File: src/rtl/fetch_pkg.sv
// Shared definitions for the fetch sequencer: state encoding, default image
// base address, word width and instruction size in bytes.
package fetch_pkg;

   localparam logic [31:0] MEM_START_DEFAULT = 32'h8002_0000;
   localparam int          WORD_W            = 32;
   localparam logic [31:0] INSTR_BYTES       = 32'd4;

   typedef enum logic [2:0] {
      IDLE,
      LOAD_WR,
      LOAD_WAIT,
      READY,
      FETCH_RD,
      FETCH_WAIT,
      HOLD,
      DONE
   } state_t;

endpackage

File: src/rtl/fetch_word_counter.sv
// Saturating count of loaded program words, plus the byte address one past
// the end of the image and a compare of a candidate pc against that address.
module fetch_word_counter
   import fetch_pkg::*;
#(
   parameter logic [31:0] MEM_START = MEM_START_DEFAULT,
   parameter int          CNT_W     = 16
) (
   input  logic              clock,
   input  logic              reset,
   input  logic              inc,
   input  logic [WORD_W-1:0] cmp_addr,
   output logic [CNT_W-1:0]  count,
   output logic              saturated,
   output logic [WORD_W-1:0] end_addr,
   output logic              at_end
);

   logic [CNT_W-1:0] count_q;

   // Word counter: advances once per completed load write, sticks at all-ones.
   always_ff @(posedge clock or posedge reset) begin
      // NOTE: sequential state uses non-blocking assignments so every register
      // samples pre-edge values regardless of statement or block order.
      if (reset) begin
         count_q <= '0;
      end else if (inc && !saturated) begin
         count_q <= count_q + 1'b1;
      end
   end

   // End-of-image address and compare against the candidate next pc.
   always_comb begin
      count     = count_q;
      saturated = &count_q;
      end_addr  = MEM_START + 32'(count_q) * INSTR_BYTES;
      at_end    = (cmp_addr == end_addr);
   end

endmodule

File: src/rtl/fetch_sequencer.sv
// Program loader and sequential instruction fetcher sharing one memory port.
// Words streamed on load_* are written from MEM_START upward; start then
// reads them back one at a time and hands each to the decoder.
// Optional feature macro: FETCH_REDIRECT_EN adds redirect_valid/redirect_pc,
// letting the decoder replace pc+4 at handshake time.
module fetch_sequencer
   import fetch_pkg::*;
#(
   parameter logic [31:0] MEM_START = MEM_START_DEFAULT,
   parameter int          CNT_W     = 16
) (
   input  logic              clock,
   input  logic              reset,
   input  logic              load_valid,
   input  logic [WORD_W-1:0] load_data,
   input  logic              load_last,
   output logic              load_ready,
   input  logic              start,
   output logic [WORD_W-1:0] mem_address,
   output logic [WORD_W-1:0] mem_data_in,
   output logic              mem_read_write,
   output logic              mem_enable,
   input  logic [WORD_W-1:0] mem_data_out,
   input  logic              mem_busy,
`ifdef FETCH_REDIRECT_EN
   input  logic              redirect_valid,
   input  logic [WORD_W-1:0] redirect_pc,
`endif
   output logic [WORD_W-1:0] instr,
   output logic              instr_valid,
   input  logic              instr_ready,
   output logic [WORD_W-1:0] pc,
   output logic [CNT_W-1:0]  word_count,
   output logic              done
);

   state_t            state, state_nx;
   logic [WORD_W-1:0] pc_nx;
   logic [WORD_W-1:0] pc_inc;
   logic [WORD_W-1:0] load_addr_q;
   logic [WORD_W-1:0] load_data_q;
   logic              load_last_q;
   logic              capture_load;
   logic              capture_instr;
   logic              cnt_inc;
   logic              saturated;
   logic              at_end;
   logic [WORD_W-1:0] end_addr;
   logic [WORD_W-1:0] hold_pc;
   logic              hold_end;

   fetch_word_counter #(
      .MEM_START (MEM_START),
      .CNT_W     (CNT_W)
   ) u_counter (
      .clock     (clock),
      .reset     (reset),
      .inc       (cnt_inc),
      .cmp_addr  (pc_inc),
      .count     (word_count),
      .saturated (saturated),
      .end_addr  (end_addr),
      .at_end    (at_end)
   );

   assign pc_inc = pc + INSTR_BYTES;

`ifdef FETCH_REDIRECT_EN
   // Handshake target: a redirect overrides pc+4; leaving the image ends the pass.
   always_comb begin
      hold_pc  = redirect_valid ? redirect_pc : pc_inc;
      hold_end = redirect_valid ? !((redirect_pc >= MEM_START) && (redirect_pc < end_addr))
                                : at_end;
   end
`else
   // Handshake target: strictly sequential fetch.
   always_comb begin
      hold_pc  = pc_inc;
      hold_end = at_end;
   end
`endif

   // Next-state and register-enable decode.
   always_comb begin
      // NOTE: every signal gets a default before the case so no path can
      // leave it unassigned and infer a latch.
      state_nx      = state;
      pc_nx         = pc;
      capture_load  = 1'b0;
      capture_instr = 1'b0;
      cnt_inc       = 1'b0;
      case (state)
         IDLE: begin
            if (load_valid) begin
               if (saturated) begin
                  // Image full: accept and drop, but still honour the last flag.
                  if (load_last) state_nx = READY;
               end else begin
                  capture_load = 1'b1;
                  state_nx     = LOAD_WR;
               end
            end
         end
         LOAD_WR: begin
            if (!mem_busy) state_nx = LOAD_WAIT;
         end
         LOAD_WAIT: begin
            if (!mem_busy) begin
               cnt_inc  = 1'b1;
               state_nx = load_last_q ? READY : IDLE;
            end
         end
         READY, DONE: begin
            if (start) begin
               pc_nx    = MEM_START;
               state_nx = (word_count == '0) ? DONE : FETCH_RD;
            end
         end
         FETCH_RD: begin
            if (!mem_busy) state_nx = FETCH_WAIT;
         end
         FETCH_WAIT: begin
            if (!mem_busy) begin
               capture_instr = 1'b1;
               state_nx      = HOLD;
            end
         end
         HOLD: begin
            if (instr_ready) begin
               pc_nx    = hold_pc;
               state_nx = hold_end ? DONE : FETCH_RD;
            end
         end
         default: state_nx = IDLE;
      endcase
   end

   // State, pc, fetched instruction and latched load word.
   always_ff @(posedge clock or posedge reset) begin
      if (reset) begin
         state       <= IDLE;
         pc          <= MEM_START;
         instr       <= '0;
         load_addr_q <= MEM_START;
         load_data_q <= '0;
         load_last_q <= 1'b0;
      end else begin
         state <= state_nx;
         pc    <= pc_nx;
         if (capture_instr) instr <= mem_data_out;
         if (capture_load) begin
            load_addr_q <= end_addr;
            load_data_q <= load_data;
            load_last_q <= load_last;
         end
      end
   end

   // Outputs decoded from state; load_ready also drops while reset is held.
   always_comb begin
      load_ready     = (state == IDLE) && !reset;
      mem_enable     = (state == LOAD_WR) || (state == FETCH_RD);
      mem_read_write = (state != LOAD_WR);
      mem_address    = ((state == LOAD_WR) || (state == LOAD_WAIT)) ? load_addr_q : pc;
      mem_data_in    = load_data_q;
      instr_valid    = (state == HOLD);
      done           = (state == DONE);
   end

endmodule

File: config.mk
export PLATFORM = sky130hd
export DESIGN_NAME = fetch_sequencer
export DESIGN_NICKNAME = d
export VERILOG_FILES = /design/src/rtl/fetch_pkg.sv /design/src/rtl/fetch_word_counter.sv /design/src/rtl/fetch_sequencer.sv
export SDC_FILE = /design/constraint.sdc
export NUM_CORES = 1
export LEC_CHECK = 0
export ABC_CLOCK_PERIOD_IN_PS = 8700
export BUFFER_PORTS_ARGS = -buffer_cell sky130_fd_sc_hd__buf_4
export CORE_MARGIN = 3
export CORE_UTILIZATION = 40
export DETAILED_ROUTE_END_ITERATION = 16
export PLACE_DENSITY = 0.62
export SYNTH_ARGS = -nofsm -noshare
export SYNTH_HDL_FRONTEND = slang
export SYNTH_SLANG_ARGS = --single-unit
File: constraint.sdc
create_clock -name clock -period 8.7 [get_ports clock]
set_input_delay 2.175 -clock clock [delete_from_list [all_inputs] [get_ports clock]]
set_output_delay 2.175 -clock clock [all_outputs]
set_load 0.1 [all_outputs]
==> impl_metrics.py, run 1 <==
metrics = {
    "timing": {
        "hold_viol": 0,
        "finalCritPeriodShare_pct": 57.6,
        "period_needed_ps": 5010,
        "slew_headroom_pct": 20.7,
        "finalHoldWorstSlack_ps": 475,
        "rsz0062_at_grt": "false",
        "fin_ws_ps": 3690,
        "worst_slew_pin_slew_ps": 1190,
        "fin_tns_setup_ps": 0,
        "setup_viol": 0,
        "slew_viol_final": 0,
        "fin_skew_ps": 7.39,
        "fmax_ghz": 0.200,
    },
    "placement": {
        "port_buffers": 215,
        "dp_slack_ps": 3690,
        "post-dp-hpwl_mm": 13.6,
        "globalplace.congestion": 0.880,
        "placed_cells": 1020,
        "placed_area_sq_um": 8510,
    },
    "detailed_routing": {
        "top_layer": "met4",
        "wl_met2_mm": 8.87,
        "wl_mm": 18.8,
        "drtIter0Drc": 271,
        "route.met3.wl_mm": 1.87,
        "num_vias": 5584,
        "viasPerCell": 5.31,
        "ant_nets": 0,
        "wirelength_met1_mm": 7.61,
        "wire_per_inst_um": 17.8,
        "first_pass_iters": 5,
        "drc_errors": 0,
    },
    "floorplanning": {
        "core-area_sq_um": 16800,
        "dieArea_sq_um": 19000,
        "die_w_um": 138,
        "start_util_pct": 41.4,
        "io_pins": 220,
        "fp.dieH_um": 138,
        "rows": 47,
    },
    "clock_tree": {
        "cts_buffers": 17,
        "htreeDepth": 4,
        "hold_buffers": 0,
        "clkTransAtPathRegs_ps": 50,
        "cts_tree": "built",
        "clk_latency_ps": 420,
        "ctsRootBufferMaster": "clkbuf_16",
        "cts-resized-gates": 0,
        "postCtsSetupBuffers": 0,
        "clock_path_buffers": 2,
        "clock_sinks": 131,
    },
    "worst_setup_path": {
        "slowest_delay_ps": 340,
        "path_max_fanout": 2,
        "worst_setup_path_start_kind": "input pin",
        "criticalPathCategory": "in -> out",
        "cp.required_ps": 6530,
        "slowest_stage": "buf_4",
        "arrival_ps": 2830,
        "cpMostUsedCell": "buf_4",
        "endpoint_kind": "output port",
        "crit_chain": "buf_4 > nor4_1 > buf_4",
    },
    "global_route": {
        "antenna_found_initial": 0,
        "grt.overflow.total": 0,
        "grt_max_degree": 79,
        "grt_pass1_wl_mm": 29.9,
        "track_usage_pct": 20.2,
        "grt_pass1_vias": 5792,
    },
    "status": {
        "outcome": "completed",
    },
    "logic_synthesis": {
        "synth_area_leaders": "dfrtp_1 46%, mux2_2 11%, mux2_1 4.2%",
        "synth_top_area_share_pct": 46.0,
        "yosys.area.top_type": "dfrtp_1",
        "ys_types": 55,
        "ys_seq_elements": 131,
        "syn_area_per_cell_sq_um": 10.7,
        "async_reset_ff_share_pct": 100,
        "synth_warnings": 0,
        "synth_ff_type": "dfrtp_1",
        "syn_area_sq_um": 6970,
        "synth_edf_count": 0,
        "netlist_instances": 650,
        "ys_seq_area_share_pct": 47.1,
    },
    "final_layout": {
        "n_antenna_cell": 0,
        "fin_cells": 1052,
        "stdcell_area_sq_um": 9120,
        "syn2layout_area_growth_pct": 31.0,
        "final_nets": 894,
        "nFillCells": 1491,
        "drive_gt1_share_pct": 41.8,
    },
    "power": {
        "power_leakage_nw": 4.20,
        "power_density_nw_per_um2": 422,
        "vdd_drop_max_v": 0.000378,
    },
    "hold_path": {
        "hp-class": "reg -> reg",
    },
    "run": {
        "maxCapViolations": 0,
    },
}
-- cells by family (layout without fill, tap and decap cells) --
family	Yosys count	in the layout	synth area share (%)
flip-flops	131	131	47.1
multiplexers	92	92	14.9
AO/OA/AOI/OAI	91	91	7.71
buffers and inverters	83	262	6.38
other	1	4	0.0538
adder cells (fa/ha/maj)	4	4	0.719
XOR/XNOR	51	51	6.41
AND/OR/NAND/NOR	197	197	16.8
-- cells in the mapped netlist, types with 3 or more instances --
master	count
or3_1	3
nand2b_1	4
and3_1	9
nand3_1	15
dfrtp_1	128
buf_4	21
mux2_1	26
xor2_1	18
nor4_1	9
and4_1	4
a21oi_1	9
nor4_2	4
o31ai_1	14
ha_1	4
o21ai_0	49
buf_6	3
nand4_1	18
a31oi_1	11
and2_1	4
buf_2	25
inv_1	10
nor2_1	35
clkbuf_1	21
nor3_2	6
dfstp_2	3
nor2b_1	14
mux2_2	65
xnor2_1	33
buf_1	3
nand2_1	47
nor3_1	5
-- power breakdown --
part           switching [mW]  internal, mW  total [mW]  leakage, nW
logic                    1.69         0.473        2.16         2.26
registers               0.157         0.800       0.958         1.65
clock network           0.272         0.466       0.738        0.285
total                    2.11          1.74        3.85         4.20
-- layout by cell type (no fill, tap or decap), types with 5 or more instances in the layout --
master / synthesis / layout
a31oi_1: 11 / 11
dfrtp_1: 128 / 128
nor3_1: 5 / 5
inv_1: 10 / 9
xnor2_1: 33 / 33
o31ai_1: 14 / 14
nor2_1: 35 / 34
clkbuf_16: 0 / 17
a21oi_1: 9 / 9
nand4_1: 18 / 18
nor3_2: 6 / 6
nor4_1: 9 / 9
nand3_1: 15 / 15
clkinvlp_4: 0 / 5
buf_4: 21 / 220
o21ai_0: 49 / 49
mux2_1: 26 / 26
mux2_2: 65 / 65
and3_1: 9 / 9
xor2_1: 18 / 18
nor2b_1: 14 / 14
nand2_1: 47 / 46
-- flip-flops by register name, summed over array words and instances (netlist names) --
signal and cells:
state 3, instr 32, load_addr_q 17, u_counter.count 16, pc 30, mem_data_in 32
load_last_q 1
-- metrics by stage --
step	total power, mW	util (%)
after global placement	3.10	50.6
final	3.85	54.2
after floorplan	2.68	-
after global routing	4.00	54.2
after CTS	3.89	54.2
after detailed placement	3.14	50.6
-- routing by layer --
layer  global-route usage, %  up-vias
li1                        -     2601
met1                    24.1     2721
met2                    32.2      237
met3                    8.67       25
met4                    7.85        0
met5                       0        -
-- final timing paths --
check | startpoint | endpoint | slack [ps] | cells past startpoint
worst max register to register | pc[2] | state[1] | 5360 | 9
worst min-delay path | load_addr_q[2] | load_addr_q[2] | 470 | 2
worst max-delay path | reset | load_ready | 3690 | 3
min in group asynchronous | reset | mem_data_in[27] | 1860 | 2
worst min register to register | load_addr_q[2] | load_addr_q[2] | 470 | 2
max in group asynchronous | reset | pc[21] | 5380 | 3
-- layout make-up --
| class | instances | area, sq um | area share (%) |
|---|---|---|---|
| Clock buffer | 20 | 457 | 5.01 |
| Multi-Input combinational cell | 439 | 3260 | 35.8 |
| Tap cell | 220 | 275 | 3.02 |
| Clock inverter | 12 | 155 | 1.70 |
| Inverter | 10 | 40.0 | 0.439 |
| Sequential cell | 131 | 3280 | 36.0 |
| Timing Repair Buffer | 220 | 1650 | 18.1 |
-- critical path, delay by kind of cell --
kind                   cells  cell delay [ps]
buffers and inverters      2              460
AND/OR/NAND/NOR            1              190
Note: power is estimated with default switching activity, not from simulation.
==> inputs of run 2 (changes only) <==
Settings changed: ABC_CLOCK_PERIOD_IN_PS 8700 to 4200, PLACE_DENSITY 0.62 to 0.65.
Clock period 8.7 ns to 4.2 ns, I/O delays scaled along.
==> run 2 against run 1 <==
Effect of this change: worst setup slack worse by 3000 ps; combinational power up 110%; critical path type is now reg -> out; clock skew is 4.4 ps higher; largest power group unchanged; sequential power up 110%; total power is 110% higher; highest routed layer unchanged.
==> impl_metrics.py, run 2 (synthesized netlist as in run 1, its figures left out) <==
metrics = {
    "status": {
        "outcome": "completed",
    },
    "global_route": {
        "track_usage_pct": 20.5,
        "grt_max_degree": 132,
        "antenna_found_initial": 0,
        "grt_pass1_vias": 5594,
        "grt_pass1_wl_mm": 29.9,
        "grt.overflow.total": 0,
    },
    "clock_tree": {
        "hold_buffers": 0,
        "cts-resized-gates": 0,
        "htreeDepth": 4,
        "ctsRootBufferMaster": "clkbuf_16",
        "cts_tree": "built",
        "clk_latency_ps": 420,
        "cts_buffers": 17,
        "clkTransAtPathRegs_ps": 60,
        "clock_path_buffers": 2,
        "postCtsSetupBuffers": 0,
        "clock_sinks": 131,
    },
    "worst_setup_path": {
        "endpoint_kind": "output port",
        "worst_setup_path_start_kind": "register",
        "cp_num_buf_inv": 2,
        "cp_num_cells": 5,
        "slowest_stage": "dfrtp_1",
        "slowest_delay_ps": 660,
        "cp-startpoint": "state[0]",
        "r2r_start": "u_counter.count[4]",
        "cpMostUsedCell": "buf_4",
        "path_delay_family": "flip-flops",
        "reg2reg_depth": 7,
        "cp.required_ps": 3150,
        "arrival_ps": 2490,
        "criticalPathCategory": "reg -> out",
        "path_max_fanout": 25,
        "crit_chain": "xnor2_1 > nor2_2 > buf_4 > mux2_2 > buf_4",
    },
    "timing": {
        "period_needed_ps": 3540,
        "setup_viol": 0,
        "slew_viol_final": 0,
        "hold_viol": 0,
        "fin_ws_ps": 663,
        "fmax_ghz": 0.283,
        "worst_slew_pin_slew_ps": 1230,
        "fin_tns_setup_ps": 0,
        "finalCritPeriodShare_pct": 84.2,
        "rsz0062_at_grt": "false",
        "slew_headroom_pct": 17.6,
        "fin_skew_ps": 11.8,
    },
    "placement": {
        "placed_cells": 1021,
        "globalplace.congestion": 0.844,
        "post-dp-hpwl_mm": 14.0,
        "dp_slack_ps": 1100,
        "port_buffers": 215,
    },
    "floorplanning": {
        "core-area_sq_um": 16800,
        "io_pins": 220,
        "start_util_pct": 41.4,
        "die_w_um": 138,
        "rows": 47,
        "dieArea_sq_um": 19000,
        "fp.dieH_um": 138,
    },
    "detailed_routing": {
        "drtIter0Drc": 307,
        "drc_errors": 0,
        "first_pass_iters": 5,
        "num_vias": 5633,
        "viasPerCell": 5.35,
        "ant_nets": 0,
        "wire_per_inst_um": 18.4,
        "wl_mm": 19.4,
    },
    "power": {
        "p_int_mw": 3.54,
        "power_mw": 7.97,
        "combPwrFrac_pct": 56.2,
        "pwr-share-seq_pct": 25.0,
        "p_clk_share_pct": 18.8,
        "power_leakage_nw": 4.21,
        "vdd_drop_max_v": 0.000988,
        "swShare_pct": 55.6,
        "power_switching_mw": 4.43,
        "power_density_nw_per_um2": 872,
    },
    "final_layout": {
        "nFillCells": 1458,
        "layout_commonest_cell": "buf_4",
        "layout_common_cells": "220 x buf_4, 128 x dfrtp_1, 65 x mux2_2, 49 x o21ai_0, 46 x nand2_1",
        "multi_input_comb_area_sq_um": 3270,
        "drive_gt1_share_pct": 42.0,
        "final_nets": 895,
        "syn2layout_area_growth_pct": 31.1,
        "fin_util_pct": 54.3,
        "n_antenna_cell": 0,
        "regArea_sq_um": 3280,
        "fin_cells": 1053,
    },
    "hold_path": {
        "hold_depth": 1,
        "holdCritStartpoint": "mem_data_in[23]",
        "hp-class": "reg -> reg",
    },
    "run": {
        "maxCapViolations": 0,
    },
}
==> run 2: changes by cell type in the layout (fill, tap and decap cells not counted) <==
cell / change
clkinv_4: +1
inv_6: +7
inv_4: -1
clkinvlp_4: -3
clkbuf_8: -2
nor4_1: -1
inv_8: +1
bufinv_16: -1
nor4_2: +1
buf_12: +1
clkinv_2: -2
==> run 2: per-stage QoR <==
step	instance area [sq um]	hold slack (ps)
6_report	9130	492
5_1_grt	9130	508
4_1_cts	9130	497
3_5_place_dp	8540	482
3_3_place_gp	8540	460
2_1_floorplan	6990	444
==> run 2: routing by layer <==
metal | vias to the layer above | track usage [%] | wire (um)
li1 | 2611 | - | -
met1 | 2738 | 25.6 | 7960
met2 | 260 | 32.4 | 9250
met3 | 24 | 7.26 | 1820
met4 | 0 | 8.34 | 349
met5 | - | 0 | 0
==> run 2: cell type report <==
| type | count | area share (%) |
|---|---|---|
| multi-input combinational | 439 | 35.8 |
| clock buffer | 18 | 4.70 |
| sequential | 131 | 35.9 |
| tap | 220 | 3.01 |
| inverter | 10 | 0.452 |
| clock inverter | 14 | 1.82 |
| timing repair buffer | 221 | 18.3 |
==> run 2: power groups by stage <==
stage / registers, mW / clock network [mW] / logic [mW]
global placement: 1.98 / 0 / 4.46
global route: 2.05 / 1.59 / 4.63
finish: 1.99 / 1.50 / 4.48
floorplan: 4.23 / 0 / 1.33
CTS: 2.00 / 1.54 / 4.50
detailed placement: 2.01 / 0 / 4.50
==> run 2: worst paths after layout <==
kind                       slack (ps)              end
min reg2reg                       490  mem_data_in[23]
max                               660  mem_address[11]
max in group asynchronous        2810  mem_data_in[26]
min                               490  mem_data_in[23]
max reg2reg                      1100  mem_data_in[12]
min in group asynchronous         850           pc[28]
==> inputs of run 3 (changes only) <==
Settings changed: ABC_AREA set to 1, ABC_CLOCK_PERIOD_IN_PS 4200 to 3600, PLACE_DENSITY 0.65 to 0.62.
Clock period 4.2 ns to 3.6 ns, I/O delays scaled along.
==> run 3 against run 2 <==
Effect of this change: synthesized cell count is 39% higher; global-route usage is 2.1 points higher; final cell count is 27% higher; hold slack lost 12 ps; register-to-register slack gained 160 ps; sequential share of layout area decreased by 1.2 points; synthesized area is 1.5% higher.
==> impl_metrics.py, run 3 <==
metrics = {
    "status": {
        "outcome": "completed",
    },
    "timing": {
        "hold_viol": 0,
        "fin_skew_ps": 9.03,
        "finalHoldWorstSlack_ps": 480,
        "slew_headroom_pct": 32.9,
        "fmax_ghz": 0.299,
        "slew_viol_final": 0,
        "finalCritPeriodShare_pct": 92.8,
        "worst_slew_pin_slew_ps": 1010,
        "setup_viol": 0,
        "rsz0062_at_grt": "false",
        "fin_ws_ps": 257,
        "period_needed_ps": 3340,
        "fin_tns_setup_ps": 0,
    },
    "detailed_routing": {
        "ant_nets": 0,
        "num_vias": 6632,
        "drc_errors": 0,
        "drtIter0Drc": 473,
        "first_pass_iters": 5,
        "wire_per_inst_um": 16.2,
        "wl_mm": 21.7,
        "viasPerCell": 4.95,
    },
    "logic_synthesis": {
        "ys_seq_area_share_pct": 46.4,
        "ys_types": 39,
        "async_reset_ff_share_pct": 100,
        "yosys.area.top_type": "dfrtp_1",
        "synth_warnings": 0,
        "syn_area_per_cell_sq_um": 7.80,
        "netlist_instances": 906,
        "synth_common_cells": "315 x nand2_1, 128 x dfrtp_1, 81 x nor2_1",
        "ys_seq_elements": 131,
        "synth_top_area_share_pct": 45.3,
        "syn_area_sq_um": 7070,
        "synth_ff_type": "dfrtp_1",
        "synth_edf_count": 0,
        "synth_area_leaders": "dfrtp_1 45%, nand2_1 17%, mux2_2 5.1%",
        "yosysMostFrequentCell": "nand2_1",
    },
    "final_layout": {
        "stdcell_area_sq_um": 9460,
        "n_antenna_cell": 0,
        "final_nets": 1183,
        "fin_cells": 1341,
        "syn2layout_area_growth_pct": 33.8,
        "drive_gt1_share_pct": 29.5,
        "fin_util_pct": 55.8,
        "layout_common_cells": "313 x nand2_1, 222 x buf_4, 128 x dfrtp_1, 78 x inv_1, 75 x nor2_1",
        "nFillCells": 1678,
        "layout_commonest_cell": "nand2_1",
    },
    "global_route": {
        "grt.overflow.total": 0,
        "track_usage_pct": 22.6,
        "grt_max_degree": 67,
        "grt_pass1_vias": 6472,
        "grt_pass1_wl_mm": 34.9,
        "antenna_found_initial": 0,
    },
    "placement": {
        "placed_area_sq_um": 8840,
        "post-dp-hpwl_mm": 16.7,
        "placed_cells": 1309,
        "globalplace.congestion": 0.964,
        "port_buffers": 215,
        "dp_slack_ps": 678,
    },
    "floorplanning": {
        "fp.dieH_um": 139,
        "core-area_sq_um": 16900,
        "die_w_um": 139,
        "start_util_pct": 41.7,
        "rows": 47,
        "dieArea_sq_um": 19300,
        "io_pins": 220,
    },
    "clock_tree": {
        "clk_latency_ps": 420,
        "clock_sinks": 131,
        "hold_buffers": 0,
        "ctsRootBufferMaster": "clkbuf_16",
        "postCtsSetupBuffers": 0,
        "cts_tree": "built",
        "htreeDepth": 4,
        "clock_path_buffers": 2,
        "cts-resized-gates": 0,
        "cts_buffers": 17,
        "clkTransAtPathRegs_ps": 60,
    },
    "worst_setup_path": {
        "path_max_fanout": 40,
        "cp-startpoint": "state[1]",
        "worst_setup_path_start_kind": "register",
        "endpoint_kind": "output port",
        "criticalPathCategory": "reg -> out",
        "r2r_start": "pc[2]",
        "cp.required_ps": 2700,
        "arrival_ps": 2440,
    },
    "power": {
        "vdd_drop_max_v": 0.000735,
        "power_density_nw_per_um2": 713,
        "power_mw": 6.74,
        "power_leakage_nw": 4.94,
    },
    "run": {
        "maxCapViolations": 0,
    },
    "hold_path": {
        "holdCritStartpoint": "mem_data_in[29]",
        "hp-class": "reg -> reg",
    },
}
==> run 3: cell types whose count changed in the layout (fill, tap and decap cells not counted), sizes merged, moves of 14 or more <==
cell	previous run	this run
mux2	91	32
o31ai	15	0
xnor2	33	1
nand2	48	327
inv	18	90
nor2	36	93
nor2b	14	0
nand3	16	66
==> run 3: report_power, final <==
group,switching (mW),internal (mW),leakage [nW]
clock,0.749,1.06,0.297
combinational,2.41,0.661,2.96
sequential,0.158,1.70,1.68
total,3.32,3.42,4.94
==> run 3: logic make-up after synthesis <==
kind of cell / Yosys count / share of synthesized area [%]
compound gates: 80 / 6.05
xor+xnor: 17 / 2.30
fa+ha+maj: 4 / 0.708
buf+inv: 125 / 7.86
flops: 131 / 46.4
mux: 32 / 5.10
other cells: 1 / 0.0530
simple gates: 516 / 31.5
==> run 3: layout make-up <==
| class | instances | area [sq um] | share of cell area [%] |
|---|---|---|---|
| inverter | 81 | 308 | 3.26 |
| clock inverter | 15 | 186 | 1.97 |
| sequential | 131 | 3280 | 34.7 |
| timing repair buffer | 224 | 1710 | 18.0 |
| multi-input combinational | 653 | 3270 | 34.6 |
| clock buffer | 17 | 425 | 4.50 |
| tap | 220 | 275 | 2.91 |
==> run 3: final timing paths <==
kind                                    to  slack [ps]  cells past startpoint
min reg2reg                mem_data_in[29]         480                      2
max in group asynchronous           pc[31]        2170                      3
max                        mem_address[19]         260                      6
max reg2reg                       state[1]        1260                     15
min in group asynchronous  mem_data_in[16]         650                      2
min                        mem_data_in[29]         480                      2
==> run 3: layer usage <==
metal	share of wire (%)	GRT usage (%)	vias to the layer above
li1	-	-	3272
met1	43	30.2	3096
met2	47	35.7	236
met3	8.3	6.41	28
met4	1.8	7.16	0
met5	0	0	-
==> run 3: worst max-delay path: stages, from the launching register on <==
cell     delay, ps
dfrtp_1        420
nor2_1         240
nand2_1        160
nand2_2        630
buf_4          290
nor2_1          50
buf_4          230
